$ cat config.mk
export PLATFORM = sky130hd
export DESIGN_NAME = uart_prog_loader_flat
export DESIGN_NICKNAME = d
export VERILOG_FILES = /design/src/rtl/loader_pkg.sv /design/src/rtl/uart_prog_loader_if.sv /design/src/rtl/uart_rx_byte.sv /design/src/rtl/uart_prog_loader.sv /design/src/flat_wrapper.sv
export SDC_FILE = /design/constraint.sdc
export NUM_CORES = 1
export LEC_CHECK = 0
export BUFFER_PORTS_ARGS = -buffer_cell sky130_fd_sc_hd__buf_2
export CORE_UTILIZATION = 32
export DETAILED_ROUTE_END_ITERATION = 8
export SLEW_MARGIN = 20
export SYNTH_ARGS = -nofsm -noshare
export SYNTH_HDL_FRONTEND = slang
export SYNTH_SLANG_ARGS = --single-unit
$ cat constraint.sdc
create_clock -name clock -period 4 [get_ports clock]
set_input_delay 0.4 -clock clock [delete_from_list [all_inputs] [get_ports clock]]
set_output_delay 0.4 -clock clock [all_outputs]
set_load 0.005 [all_outputs]
$ cat src/rtl/loader_pkg.sv
// Shared definitions for the UART program loader.
//   state_t      : loader FSM states
//   ACK_BYTE     : reply sent after a complete load ('O')
//   NAK_BYTE     : reply sent after an aborted load ('E')
//   SEG_IMEM/DMEM: segment select carried in upg_adr_o[14]
//   insert_byte  : places one received byte into its lane of a 32-bit word
package loader_pkg;

    typedef enum logic [2:0] {
        CNT_LO   = 3'd0,
        CNT_HI   = 3'd1,
        WORD     = 3'd2,
        WRITE    = 3'd3,
        NEXT_SEG = 3'd4,
        DONE     = 3'd5,
        ERR      = 3'd6
    } state_t;

    localparam logic [7:0] ACK_BYTE = 8'h4F;
    localparam logic [7:0] NAK_BYTE = 8'h45;

    localparam logic SEG_IMEM = 1'b0;
    localparam logic SEG_DMEM = 1'b1;

    // Words arrive little-endian, so byte lane idx holds bits idx*8 +: 8.
    function automatic logic [31:0] insert_byte(input logic [31:0] word,
                                                input logic [1:0]  idx,
                                                input logic [7:0]  b);
        logic [31:0] w;
        w = word;
        case (idx)
            2'd0:    w[7:0]   = b;
            2'd1:    w[15:8]  = b;
            2'd2:    w[23:16] = b;
            2'd3:    w[31:24] = b;
            default: w        = word;
        endcase
        return w;
    endfunction

endpackage

$ cat src/rtl/uart_prog_loader_if.sv
// Memory-programming port driven by the loader.
//   upg_clk_o  : memory write clock (same as the loader clock)
//   upg_wen_o  : one-cycle write strobe
//   upg_adr_o  : {segment, 14-bit word index}
//   upg_dat_o  : word to write
//   upg_done_o : load complete, sticky until reset
// master = loader side, slave = memory side.
interface uart_prog_loader_if;

    logic        upg_clk_o;
    logic        upg_wen_o;
    logic [14:0] upg_adr_o;
    logic [31:0] upg_dat_o;
    logic        upg_done_o;

    modport master (
        output upg_clk_o,
        output upg_wen_o,
        output upg_adr_o,
        output upg_dat_o,
        output upg_done_o
    );

    modport slave (
        input upg_clk_o,
        input upg_wen_o,
        input upg_adr_o,
        input upg_dat_o,
        input upg_done_o
    );

endinterface

$ cat src/rtl/uart_rx_byte.sv
// 8N1 UART byte receiver.
//   clock, reset : system clock, synchronous active-high reset
//   rx_i         : asynchronous serial line, idles high
//   data         : last received byte (valid while byte_valid is high)
//   byte_valid   : 1-cycle pulse, one clock after a good stop-bit sample
//   frame_err    : 1-cycle pulse, one clock after a low stop-bit sample
//   start_seen   : 1-cycle pulse when a start bit survives the mid-bit check
module uart_rx_byte #(
    parameter int CLKS_PER_BIT = 78
) (
    input  logic       clock,
    input  logic       reset,
    input  logic       rx_i,
    output logic [7:0] data,
    output logic       byte_valid,
    output logic       frame_err,
    output logic       start_seen
);

    localparam int CNT_W = $clog2(CLKS_PER_BIT + 1);
    localparam logic [CNT_W-1:0] HALF_M1 = CNT_W'(CLKS_PER_BIT / 2 - 1);
    localparam logic [CNT_W-1:0] FULL_M1 = CNT_W'(CLKS_PER_BIT - 1);

    typedef enum logic [1:0] {
        RX_IDLE  = 2'd0,
        RX_START = 2'd1,
        RX_DATA  = 2'd2,
        RX_STOP  = 2'd3
    } rx_state_t;

    rx_state_t        rx_state_r;
    logic [CNT_W-1:0] cnt_r;
    logic [2:0]       bit_idx_r;
    logic [7:0]       shift_r;
    logic             rx_meta_r;
    logic             rx_sync_r;
    logic             rx_prev_r;
    logic             byte_valid_r;
    logic             frame_err_r;
    logic             start_seen_r;

    // Synchronizer, edge detect, bit timing and sampling.
    always_ff @(posedge clock) begin
        if (reset) begin
            rx_state_r   <= RX_IDLE;
            cnt_r        <= '0;
            bit_idx_r    <= 3'd0;
            shift_r      <= 8'h00;
            rx_meta_r    <= 1'b1;
            rx_sync_r    <= 1'b1;
            rx_prev_r    <= 1'b1;
            byte_valid_r <= 1'b0;
            frame_err_r  <= 1'b0;
            start_seen_r <= 1'b0;
        end else begin
            rx_meta_r    <= rx_i;
            rx_sync_r    <= rx_meta_r;
            rx_prev_r    <= rx_sync_r;
            byte_valid_r <= 1'b0;
            frame_err_r  <= 1'b0;
            start_seen_r <= 1'b0;
            case (rx_state_r)
                RX_IDLE: begin
                    cnt_r <= '0;
                    if (rx_prev_r && !rx_sync_r) begin
                        rx_state_r <= RX_START;
                    end
                end
                RX_START: begin
                    if (cnt_r == HALF_M1) begin
                        cnt_r <= '0;
                        // Line back high at mid start bit: treat as a glitch.
                        if (rx_sync_r) begin
                            rx_state_r <= RX_IDLE;
                        end else begin
                            rx_state_r   <= RX_DATA;
                            bit_idx_r    <= 3'd0;
                            start_seen_r <= 1'b1;
                        end
                    end else begin
                        cnt_r <= cnt_r + 1'b1;
                    end
                end
                RX_DATA: begin
                    if (cnt_r == FULL_M1) begin
                        cnt_r   <= '0;
                        shift_r <= {rx_sync_r, shift_r[7:1]};
                        if (bit_idx_r == 3'd7) begin
                            rx_state_r <= RX_STOP;
                        end else begin
                            bit_idx_r <= bit_idx_r + 3'd1;
                        end
                    end else begin
                        cnt_r <= cnt_r + 1'b1;
                    end
                end
                RX_STOP: begin
                    if (cnt_r == FULL_M1) begin
                        cnt_r        <= '0;
                        rx_state_r   <= RX_IDLE;
                        byte_valid_r <= rx_sync_r;
                        frame_err_r  <= !rx_sync_r;
                    end else begin
                        cnt_r <= cnt_r + 1'b1;
                    end
                end
                default: begin
                    rx_state_r <= RX_IDLE;
                    cnt_r      <= '0;
                end
            endcase
        end
    end

    assign data       = shift_r;
    assign byte_valid = byte_valid_r;
    assign frame_err  = frame_err_r;
    assign start_seen = start_seen_r;

endmodule

$ cat src/rtl/uart_prog_loader.sv
// UART boot-image loader for the single-cycle CPU.
// Receives two segments (imem, then dmem), each a 16-bit little-endian word
// count followed by that many little-endian 32-bit words, writes every word
// through the upg port and answers with 'O' (loaded) or 'E' (aborted).
//   clock, reset : system clock, synchronous active-high reset
//   rx_i         : UART receive line
//   tx_o         : UART transmit line (status reply)
//   upg          : memory-programming port (master side)
//   err_o        : load aborted, sticky until reset
//   busy_o       : load in progress (first start bit until DONE/ERR)
module uart_prog_loader
    import loader_pkg::*;
#(
    parameter int CLK_HZ       = 10_000_000,
    parameter int BAUD         = 128_000,
    parameter int CLKS_PER_BIT = CLK_HZ / BAUD,
    parameter int MAX_WORDS    = 16384
) (
    input  logic                       clock,
    input  logic                       reset,
    input  logic                       rx_i,
    output logic                       tx_o,
    uart_prog_loader_if.master         upg,
    output logic                       err_o,
    output logic                       busy_o
);

    localparam int CNT_W = $clog2(CLKS_PER_BIT + 1);
    localparam logic [CNT_W-1:0] FULL_M1 = CNT_W'(CLKS_PER_BIT - 1);

    logic [7:0]  rx_data_s;
    logic        byte_valid_s;
    logic        frame_err_s;
    logic        start_seen_s;
    logic [15:0] n_s;
    logic [31:0] word_next_s;
    logic        last_word_s;
    logic        terminal_s;

    state_t      state_r;
    logic        seg_r;
    logic [13:0] index_r;
    logic [7:0]  count_lo_r;
    logic [15:0] count_r;
    logic [31:0] word_r;
    logic [1:0]  byte_idx_r;
    logic        upg_wen_r;
    logic [14:0] upg_adr_r;
    logic [31:0] upg_dat_r;
    logic        upg_done_r;
    logic        err_r;
    logic        busy_r;
    logic        tx_start_r;
    logic [7:0]  tx_byte_r;

    logic             tx_o_r;
    logic             tx_active_r;
    logic [8:0]       tx_shift_r;
    logic [3:0]       tx_bits_r;
    logic [CNT_W-1:0] tx_cnt_r;

    uart_rx_byte #(
        .CLKS_PER_BIT (CLKS_PER_BIT)
    ) u_rx (
        .clock      (clock),
        .reset      (reset),
        .rx_i       (rx_i),
        .data       (rx_data_s),
        .byte_valid (byte_valid_s),
        .frame_err  (frame_err_s),
        .start_seen (start_seen_s)
    );

    assign n_s         = {rx_data_s, count_lo_r};
    assign word_next_s = insert_byte(word_r, byte_idx_r, rx_data_s);
    assign last_word_s = ({2'b00, index_r} == (count_r - 16'd1));
    assign terminal_s  = (state_r == DONE) || (state_r == ERR);

    // Loader FSM: count parsing, word assembly, write strobes, completion.
    always_ff @(posedge clock) begin
        if (reset) begin
            state_r    <= CNT_LO;
            seg_r      <= SEG_IMEM;
            index_r    <= 14'd0;
            count_lo_r <= 8'h00;
            count_r    <= 16'd0;
            word_r     <= 32'h0000_0000;
            byte_idx_r <= 2'd0;
            upg_wen_r  <= 1'b0;
            upg_adr_r  <= 15'd0;
            upg_dat_r  <= 32'h0000_0000;
            upg_done_r <= 1'b0;
            err_r      <= 1'b0;
            busy_r     <= 1'b0;
            tx_start_r <= 1'b0;
            tx_byte_r  <= 8'h00;
        end else begin
            upg_wen_r  <= 1'b0;
            tx_start_r <= 1'b0;
            if (start_seen_s && !terminal_s) begin
                busy_r <= 1'b1;
            end
            // A framing error outranks any byte and aborts the whole load.
            if (frame_err_s && !terminal_s) begin
                state_r    <= ERR;
                err_r      <= 1'b1;
                busy_r     <= 1'b0;
                tx_start_r <= 1'b1;
                tx_byte_r  <= NAK_BYTE;
            end else begin
                case (state_r)
                    CNT_LO: begin
                        if (byte_valid_s) begin
                            count_lo_r <= rx_data_s;
                            state_r    <= CNT_HI;
                        end
                    end
                    CNT_HI: begin
                        if (byte_valid_s) begin
                            count_r <= n_s;
                            if ({1'b0, n_s} > 17'(MAX_WORDS)) begin
                                state_r    <= ERR;
                                err_r      <= 1'b1;
                                busy_r     <= 1'b0;
                                tx_start_r <= 1'b1;
                                tx_byte_r  <= NAK_BYTE;
                            end else if (n_s == 16'd0) begin
                                state_r <= NEXT_SEG;
                            end else begin
                                state_r    <= WORD;
                                byte_idx_r <= 2'd0;
                                word_r     <= 32'h0000_0000;
                            end
                        end
                    end
                    WORD: begin
                        if (byte_valid_s) begin
                            word_r <= word_next_s;
                            // Strobe is registered here so it appears in the WRITE cycle.
                            if (byte_idx_r == 2'd3) begin
                                state_r   <= WRITE;
                                upg_wen_r <= 1'b1;
                                upg_adr_r <= {seg_r, index_r};
                                upg_dat_r <= word_next_s;
                            end else begin
                                byte_idx_r <= byte_idx_r + 2'd1;
                            end
                        end
                    end
                    WRITE: begin
                        if (last_word_s) begin
                            state_r <= NEXT_SEG;
                        end else begin
                            index_r    <= index_r + 14'd1;
                            byte_idx_r <= 2'd0;
                            state_r    <= WORD;
                        end
                    end
                    NEXT_SEG: begin
                        if (seg_r == SEG_IMEM) begin
                            seg_r   <= SEG_DMEM;
                            index_r <= 14'd0;
                            state_r <= CNT_LO;
                        end else begin
                            state_r    <= DONE;
                            upg_done_r <= 1'b1;
                            busy_r     <= 1'b0;
                            tx_start_r <= 1'b1;
                            tx_byte_r  <= ACK_BYTE;
                        end
                    end
                    DONE: begin
                        state_r <= DONE;
                    end
                    ERR: begin
                        state_r <= ERR;
                    end
                    default: begin
                        state_r <= ERR;
                        err_r   <= 1'b1;
                        busy_r  <= 1'b0;
                    end
                endcase
            end
        end
    end

    // Reply serializer: start bit, 8 data bits LSB-first, stop bit.
    always_ff @(posedge clock) begin
        if (reset) begin
            tx_o_r      <= 1'b1;
            tx_active_r <= 1'b0;
            tx_shift_r  <= 9'h1FF;
            tx_bits_r   <= 4'd0;
            tx_cnt_r    <= '0;
        end else if (tx_start_r) begin
            tx_o_r      <= 1'b0;
            tx_active_r <= 1'b1;
            tx_shift_r  <= {1'b1, tx_byte_r};
            tx_bits_r   <= 4'd9;
            tx_cnt_r    <= '0;
        end else if (tx_active_r) begin
            if (tx_cnt_r == FULL_M1) begin
                tx_cnt_r <= '0;
                if (tx_bits_r == 4'd0) begin
                    tx_active_r <= 1'b0;
                    tx_o_r      <= 1'b1;
                end else begin
                    tx_o_r     <= tx_shift_r[0];
                    tx_shift_r <= {1'b1, tx_shift_r[8:1]};
                    tx_bits_r  <= tx_bits_r - 4'd1;
                end
            end else begin
                tx_cnt_r <= tx_cnt_r + 1'b1;
            end
        end else begin
            tx_o_r <= 1'b1;
        end
    end

    assign tx_o           = tx_o_r;
    assign err_o          = err_r;
    assign busy_o         = busy_r;
    assign upg.upg_clk_o  = clock;
    assign upg.upg_wen_o  = upg_wen_r;
    assign upg.upg_adr_o  = upg_adr_r;
    assign upg.upg_dat_o  = upg_dat_r;
    assign upg.upg_done_o = upg_done_r;

endmodule

$ cat src/flat_wrapper.sv
// flat-port wrapper written by rule: the top's interface ports become plain ports
module uart_prog_loader_flat import loader_pkg::*;
#(
    parameter int CLK_HZ       = 10_000_000,
    parameter int BAUD         = 128_000,
    parameter int CLKS_PER_BIT = CLK_HZ / BAUD,
    parameter int MAX_WORDS    = 16384
)
  (clock, reset, rx_i, tx_o, err_o, busy_o, upg_upg_clk_o, upg_upg_wen_o, upg_upg_adr_o, upg_upg_dat_o, upg_upg_done_o);
  uart_prog_loader_if upg_i ();
  input  logic clock;
  input  logic reset;
  input  logic rx_i;
  output logic tx_o;
  output logic err_o;
  output logic busy_o;
  output wire logic [$bits(upg_i.upg_clk_o)-1:0] upg_upg_clk_o;
  output wire logic [$bits(upg_i.upg_wen_o)-1:0] upg_upg_wen_o;
  output wire logic [$bits(upg_i.upg_adr_o)-1:0] upg_upg_adr_o;
  output wire logic [$bits(upg_i.upg_dat_o)-1:0] upg_upg_dat_o;
  output wire logic [$bits(upg_i.upg_done_o)-1:0] upg_upg_done_o;
  assign upg_upg_clk_o = upg_i.upg_clk_o;
  assign upg_upg_wen_o = upg_i.upg_wen_o;
  assign upg_upg_adr_o = upg_i.upg_adr_o;
  assign upg_upg_dat_o = upg_i.upg_dat_o;
  assign upg_upg_done_o = upg_i.upg_done_o;
  uart_prog_loader #(.CLK_HZ(CLK_HZ), .BAUD(BAUD), .CLKS_PER_BIT(CLKS_PER_BIT), .MAX_WORDS(MAX_WORDS)) u_core (.clock(clock), .reset(reset), .rx_i(rx_i), .tx_o(tx_o), .upg(upg_i), .err_o(err_o), .busy_o(busy_o));
endmodule
==> qor.txt, run 1 <==
Clock Latency Late Sink - 550 ps
Synth Area in Compound Gates - 17.9%
Tot GR Track Use - 15.5%
area delta synth->final - 15.2%
EDFF count, synth - 0
post-synth top area cell - dfxtp_1
CORE AREA - 23,400 um^2
post-synthesis net count - 902
CP startpoint kind - flop
Top-Level Pins - 56
Yosys cell types - 64
Detailed Route WL - 17.8 mm
critical path, cell by cell - nor4_1 -> nand2_1 -> o41ai_1 -> nand3_1 -> a2111oi_4 -> a31oi_1 -> o31ai_1
Synth top area share - 44.4%
num rows - 56
XOR/XNOR Fraction of Synth Area - 3.45%
synthesized area - 7620 um^2
fraction of registers with async set/reset - 0%
area occupied by multi-input gates - 3910 um^2
delay-heaviest family, CP - compound AO/OA/AOI/OAI gates
WP buf/inv - 0
status - completed
cell count after placement - 1,203
Die Width - 156 um
WS Path Type - reg -> reg
Die ar. - 24,400 um^2
Initial Util - 32.6%
hold buffers post-CTS - 0
non-filler cells, final - 1,238
largest net degree at the start of global routing - 74
Critical Path Fanout Max - 7
HP Class - in -> reg
Post-CTS Setup Bufs - 0
Post-Syn Instances - 885
n_diodes - 0
GRT Residual Overflow - 0
final slew viol count - 0
# DRC - 0
post-synthesis mux area share - 5.12%
post-layout util - 37.5%
Adder-Cell Fraction of Synth Area - 2.30%
initial antenna violation count - 0
Avg WL per Cell - 14.4 um
count leader, synth - dfxtp_1
Setup violations, final - 0
Setup crit end kind - flop
Worst-path clk slew - 70 ps
worst vdd rail ir drop - 268 uV
RSZ-0062 raised after global routing - false
DR iter-0 viols - 362
Least-Margin Pin Slew - 1010 ps
global-route wire length before repair - 29.8 mm
Worst EP required - 4450 ps
vias in the first global route - 5,796
IO Port Bufs - 55
MaxCap Viol Count - 0
Max transition margin - 32.5%
sequential fraction of the synthesis area - 44.4%
routed vias/inst - 5.04
fraction of layout cells with a size suffix above 1 - 13.8%
post-cts sizing count - 0
Clock Skew - 9.44 ps
TritonCTS clock tree - yes
Area contributors post-synth - dfxtp_1 (44%), nand2_1 (6.4%), mux2i_1 (5.1%)
slowest library cell on the worst path - o41ai_1
setup tns final - 0 ps
CP arrival - 3270 ps
Pwr Density - 411 nW/um^2
final hold vios - 0
DP HPWL - 11.9 mm
FILL cells - 2,408
die height - 156 um
Register Area - 3380 um^2
Pre-antenna DRT Iters - 5
simple-gate share of the synthesized area - 22.5%
Yosys warnings - 0
flops & latches, synth - 169
largest family of logic cells by synthesized area - simple AND/OR/NAND/NOR gates
synth cell count leaders - dfxtp_1 (169), nand2_1 (129), nor2_1 (83)
routability congestion estimate - 0.862
Tmin final - 2820 ps
Fmax - 0.355 GHz
DRT antenna net count - 0
crit share post-route - 70.4%
syn avg cell area - 8.61 um^2
top_reg_cell synth - dfxtp_1
Layout Nets - 923
vias - 6,237
Leak - 3.18 nW
max incr delay on CP - 580 ps
[cells in the final DEF, fill, tap and decap left out, types with 11 or more instances in the layout]
cell type / synthesis / layout
dfxtp_1: 169 / 169
nand2_1: 129 / 129
nor2_1: 83 / 83
a21oi_1: 76 / 76
buf_2: 4 / 54
mux2i_1: 39 / 39
a211oi_1: 30 / 30
nand3_1: 25 / 25
a22o_1: 24 / 24
clkbuf_16: 0 / 20
nor3_1: 17 / 17
xnor2_1: 17 / 17
inv_1: 15 / 15
ha_1: 14 / 14
xor2_1: 13 / 13
or2_2: 11 / 11
or4_1: 11 / 11
[logic make-up (layout without fill, tap and decap cells)]
group | after synthesis | count (layout)
simple gates | 352 | 352
compound gates | 202 | 202
buf+inv | 79 | 113
xor+xnor | 30 | 30
fa+ha+maj | 14 | 14
mux | 39 | 39
flops | 169 | 169
[worst reg2reg max path, cell delays in order (launching register included)]
cell and delay [ps]:
dfxtp_1 390, nor4_1 480, nand2_1 140, o41ai_1 580, nand3_1 200, a2111oi_4 470
a31oi_1 190, o31ai_1 260
[layer usage]
layer  up-vias  track usage [%]  share of wire [%]
met3        26             3.93                4.8
met1      2912             21.4                 49
li1       3174                -                  -
met4         0             6.21                1.9
met5         -                0                  0
met2       125             22.9                 44
[stage by stage]
| step | worst slack (ps) | total power, W | hold slack, ps | instance area [um^2] |
|---|---|---|---|---|
| final | 1180 | 0.00361 | 31.6 | 8780 |
| after global routing | 948 | 0.00374 | 24.1 | 8780 |
| after CTS | 1230 | 0.00365 | 27.0 | 8780 |
| after detailed placement | 1250 | 0.00177 | 401 | 8090 |
| after global placement | 1270 | 0.00177 | 401 | 8090 |
| after floorplan | 1490 | 0.00177 | 389 | 7620 |
[worst paths after layout]
kind | startpoint | endpoint | slack [ps] | depth (start not counted)
setup / recovery | u_core.count_r[5]$_SDFFE_PP0P_ | u_core.byte_idx_r[1]$_SDFFE_PP0P_ | 1180 | 7
setup reg to reg | u_core.count_r[5]$_SDFFE_PP0P_ | u_core.byte_idx_r[1]$_SDFFE_PP0P_ | 1180 | 7
hold reg to reg | u_core.u_rx.rx_meta_r$_SDFF_PP1_ | u_core.u_rx.rx_sync_r$_SDFF_PP1_ | 420 | 1
hold / removal | rx_i | u_core.u_rx.rx_meta_r$_SDFF_PP1_ | 30 | 2
[power by group]
| group | total [W] | internal, W | switching (W) |
|---|---|---|---|
| clock | 0.00189 | 0.00110 | 0.000784 |
| sequential | 0.00169 | 0.00168 | 0.00000227 |
| combinational | 0.0000374 | 0.00000758 | 0.0000298 |
[area by class of cell]
cell class              count  area share [%]
inverters                  15           0.641
repair buffers             62            3.79
well taps                 319            4.54
clock buffers              22            5.91
flip-flops and latches    169            38.5
clock inverters            14            2.08
multi-input cells         637            44.5
[registers in the layout, indices dropped and copies added (netlist names), 2 cells and up, named ones only]
signal and count:
u_core.index_r 14, u_core.upg.upg_dat_o 32, u_core.u_rx.data 8, u_core.tx_cnt_r 7
u_core.word_r 24, u_core.count_lo_r 8, u_core.byte_idx_r 2, u_core.tx_shift_r 8
u_core.state_r 3, u_core.count_r 16, u_core.tx_bits_r 4, u_core.u_rx.cnt_r 7
u_core.upg.upg_adr_o 15, u_core.u_rx.bit_idx_r 3, u_core.tx_byte_r 2
Note: power is estimated with default switching activity, not from simulation.
==> run 2: changes to the inputs <==
==> constraint.sdc (replaced) <==
create_clock -name clock -period 2.4 [get_ports clock]
set_input_delay 0.24 -clock clock [delete_from_list [all_inputs] [get_ports clock]]
set_output_delay 0.24 -clock clock [all_outputs]
set_load 0.005 [all_outputs]
==> run 2 against run 1 <==
Against the previous run: the run now ends with setup timing left; first-iteration DRC count decreased by 2.2%; sequential power increased by 66%; core utilization increased by 2.8 points; critical path depth increased by 2; register-to-register slack got worse by 1300 ps; clock power increased by 58%; sequential share of layout area decreased by 2.7 points; final area increased by 7.5%; critical path type unchanged; largest cell class unchanged; largest power group unchanged.
==> qor.txt, run 2 (synthesis results as in run 1) <==
status - complete, but fails checks
failing checks - setup timing
Die ar. - 24,400 um^2
Worst-path clk slew - 70 ps
IO Port Bufs - 55
max reg flops - 32
max incr delay on CP - 470 ps
Worst Setup SP - u_core.count_r[8]$_SDFFE_PP0P_
slowest library cell on the worst path - dfxtp_1
Register Area - 3390 um^2
vias - 6,486
r2r setup slk - -130 ps
hold path depth - 2
Layout Nets - 986
critical path, cell by cell - buf_4 -> xor2_2 -> nand4_1 -> a31oi_2 -> o21bai_1 -> a2111oi_4 -> buf_4 -> a31oi_4 -> o31ai_2
worst vdd rail ir drop - 476 uV
CP startpoint kind - flop
Hold Worst Slack - 38.6 ps
delay-heaviest family, CP - compound AO/OA/AOI/OAI gates
GRT Residual Overflow - 0
Top-Level Pins - 56
TritonCTS clock tree - yes
MaxCap Viol Count - 0
crit share post-route - 105%
commonest non-fill, non-tap cell in the layout - dfxtp_1
Max transition margin - 62.0%
area delta synth->final - 23.9%
post-layout util - 40.4%
Tmin final - 2530 ps
PnR worst setup slack - -130 ps
die height - 156 um
n_diodes - 0
final slew viol count - 0
WS Path Type - reg -> reg
most frequent cells in the layout - dfxtp_1 (167), nand2_1 (129), nor2_1 (83)
DR iter-0 viols - 354
Fmax - 0.395 GHz
cell repeated most along the worst path - buf_4
setup tns final - -989 ps
worst r2r src - u_core.count_r[8]$_SDFFE_PP0P_
Pre-antenna DRT Iters - 5
Leak - 3.55 nW
Clock Latency Late Sink - 550 ps
HP Start - reset
Avg WL per Cell - 14.6 um
Clock Skew - 19.6 ps
Tot GR Track Use - 16.1%
routability congestion estimate - 0.885
Critical Path Fanout Max - 5
routed vias/inst - 4.99
Pwr Density - 620 nW/um^2
WP buf/inv - 2
DRT antenna net count - 0
HP Class - in -> reg
# DRC - 0
CORE AREA - 23,400 um^2
Initial Util - 32.6%
Die Width - 156 um
Worst EP required - 2840 ps
DP HPWL - 13.2 mm
initial antenna violation count - 0
Least-Margin Pin Slew - 570 ps
Setup crit end kind - flop
CP arrival - 2970 ps
RSZ-0062 raised after global routing - true
area occupied by multi-input gates - 4100 um^2
final hold vios - 0
largest net degree at the start of global routing - 57
r2r endpoint - u_core.byte_idx_r[1]$_SDFFE_PP0P_
Detailed Route WL - 19.0 mm
num rows - 56
vias in the first global route - 6,115
FILL cells - 2,362
Setup violations, final - 16
R2R depth - 9
fraction of layout cells with a size suffix above 1 - 21.8%
global-route wire length before repair - 31.1 mm
-- run 2: layer usage --
metal	global-route usage (%)	wire [um]
met4	5.88	263
met3	3.52	738
met2	25.0	8700
met1	21.8	9280
met5	0	0
-- run 2: per-stage QoR --
stage | instance area [um^2] | total power, W | instances | setup WS [ps]
after floorplan | 7620 | 0.00295 | 885 | 2.85
after global placement | 8540 | 0.00296 | 1262 | -47.1
after detailed placement | 8540 | 0.00296 | 1262 | -136
after CTS | 9300 | 0.00593 | 1297 | -65.7
after global routing | 9440 | 0.00604 | 1299 | -199
final | 9440 | 0.00586 | 1299 | -130
-- run 2: worst max path at each step --
stage / depth (start not counted) / to
after floorplan: 12 / u_core.index_r[7]$_SDFFE_PP0P_
after global placement: 10 / u_core.index_r[10]$_SDFFE_PP0P_
after detailed placement: 11 / u_core.index_r[12]$_SDFFE_PP0P_
after CTS: 9 / u_core.index_r[1]$_SDFFE_PP0P_
after global routing: 9 / u_core.byte_idx_r[1]$_SDFFE_PP0P_
final: 9 / u_core.byte_idx_r[1]$_SDFFE_PP0P_
-- run 2: power by group --
part | leakage, nW | internal (W) | switching, W | total (W)
Combinational | 1.86 | 0.0000181 | 0.0000516 | 0.0000697
Clock | 0.322 | 0.00179 | 0.00119 | 0.00298
Sequential | 1.36 | 0.00281 | 0.00000350 | 0.00281
Total | 3.55 | 0.00461 | 0.00124 | 0.00586
-- run 2: repair_timing --
| item | 4_1_cts | 5_1_grt |
|---|---|---|
| resized for setup | 15 | 19 |
| pin swaps | 7 | 5 |
| hold buffers | 1 | 0 |
| buffers inserted | 1 | 1 |
| endpoints found under the setup margin | 16 | 42 |
| hold endpoints to repair | 1 | 0 |
| cloned | 0 | 1 |
-- run 2: area by class of cell --
type / instances / share of cell area [%]
multi-input combinational: 637 / 43.4
inverter: 15 / 0.596
sequential: 169 / 35.9
clock inverter: 12 / 1.48
tap: 319 / 4.23
timing repair buffer: 125 / 8.92
clock buffer: 22 / 5.50
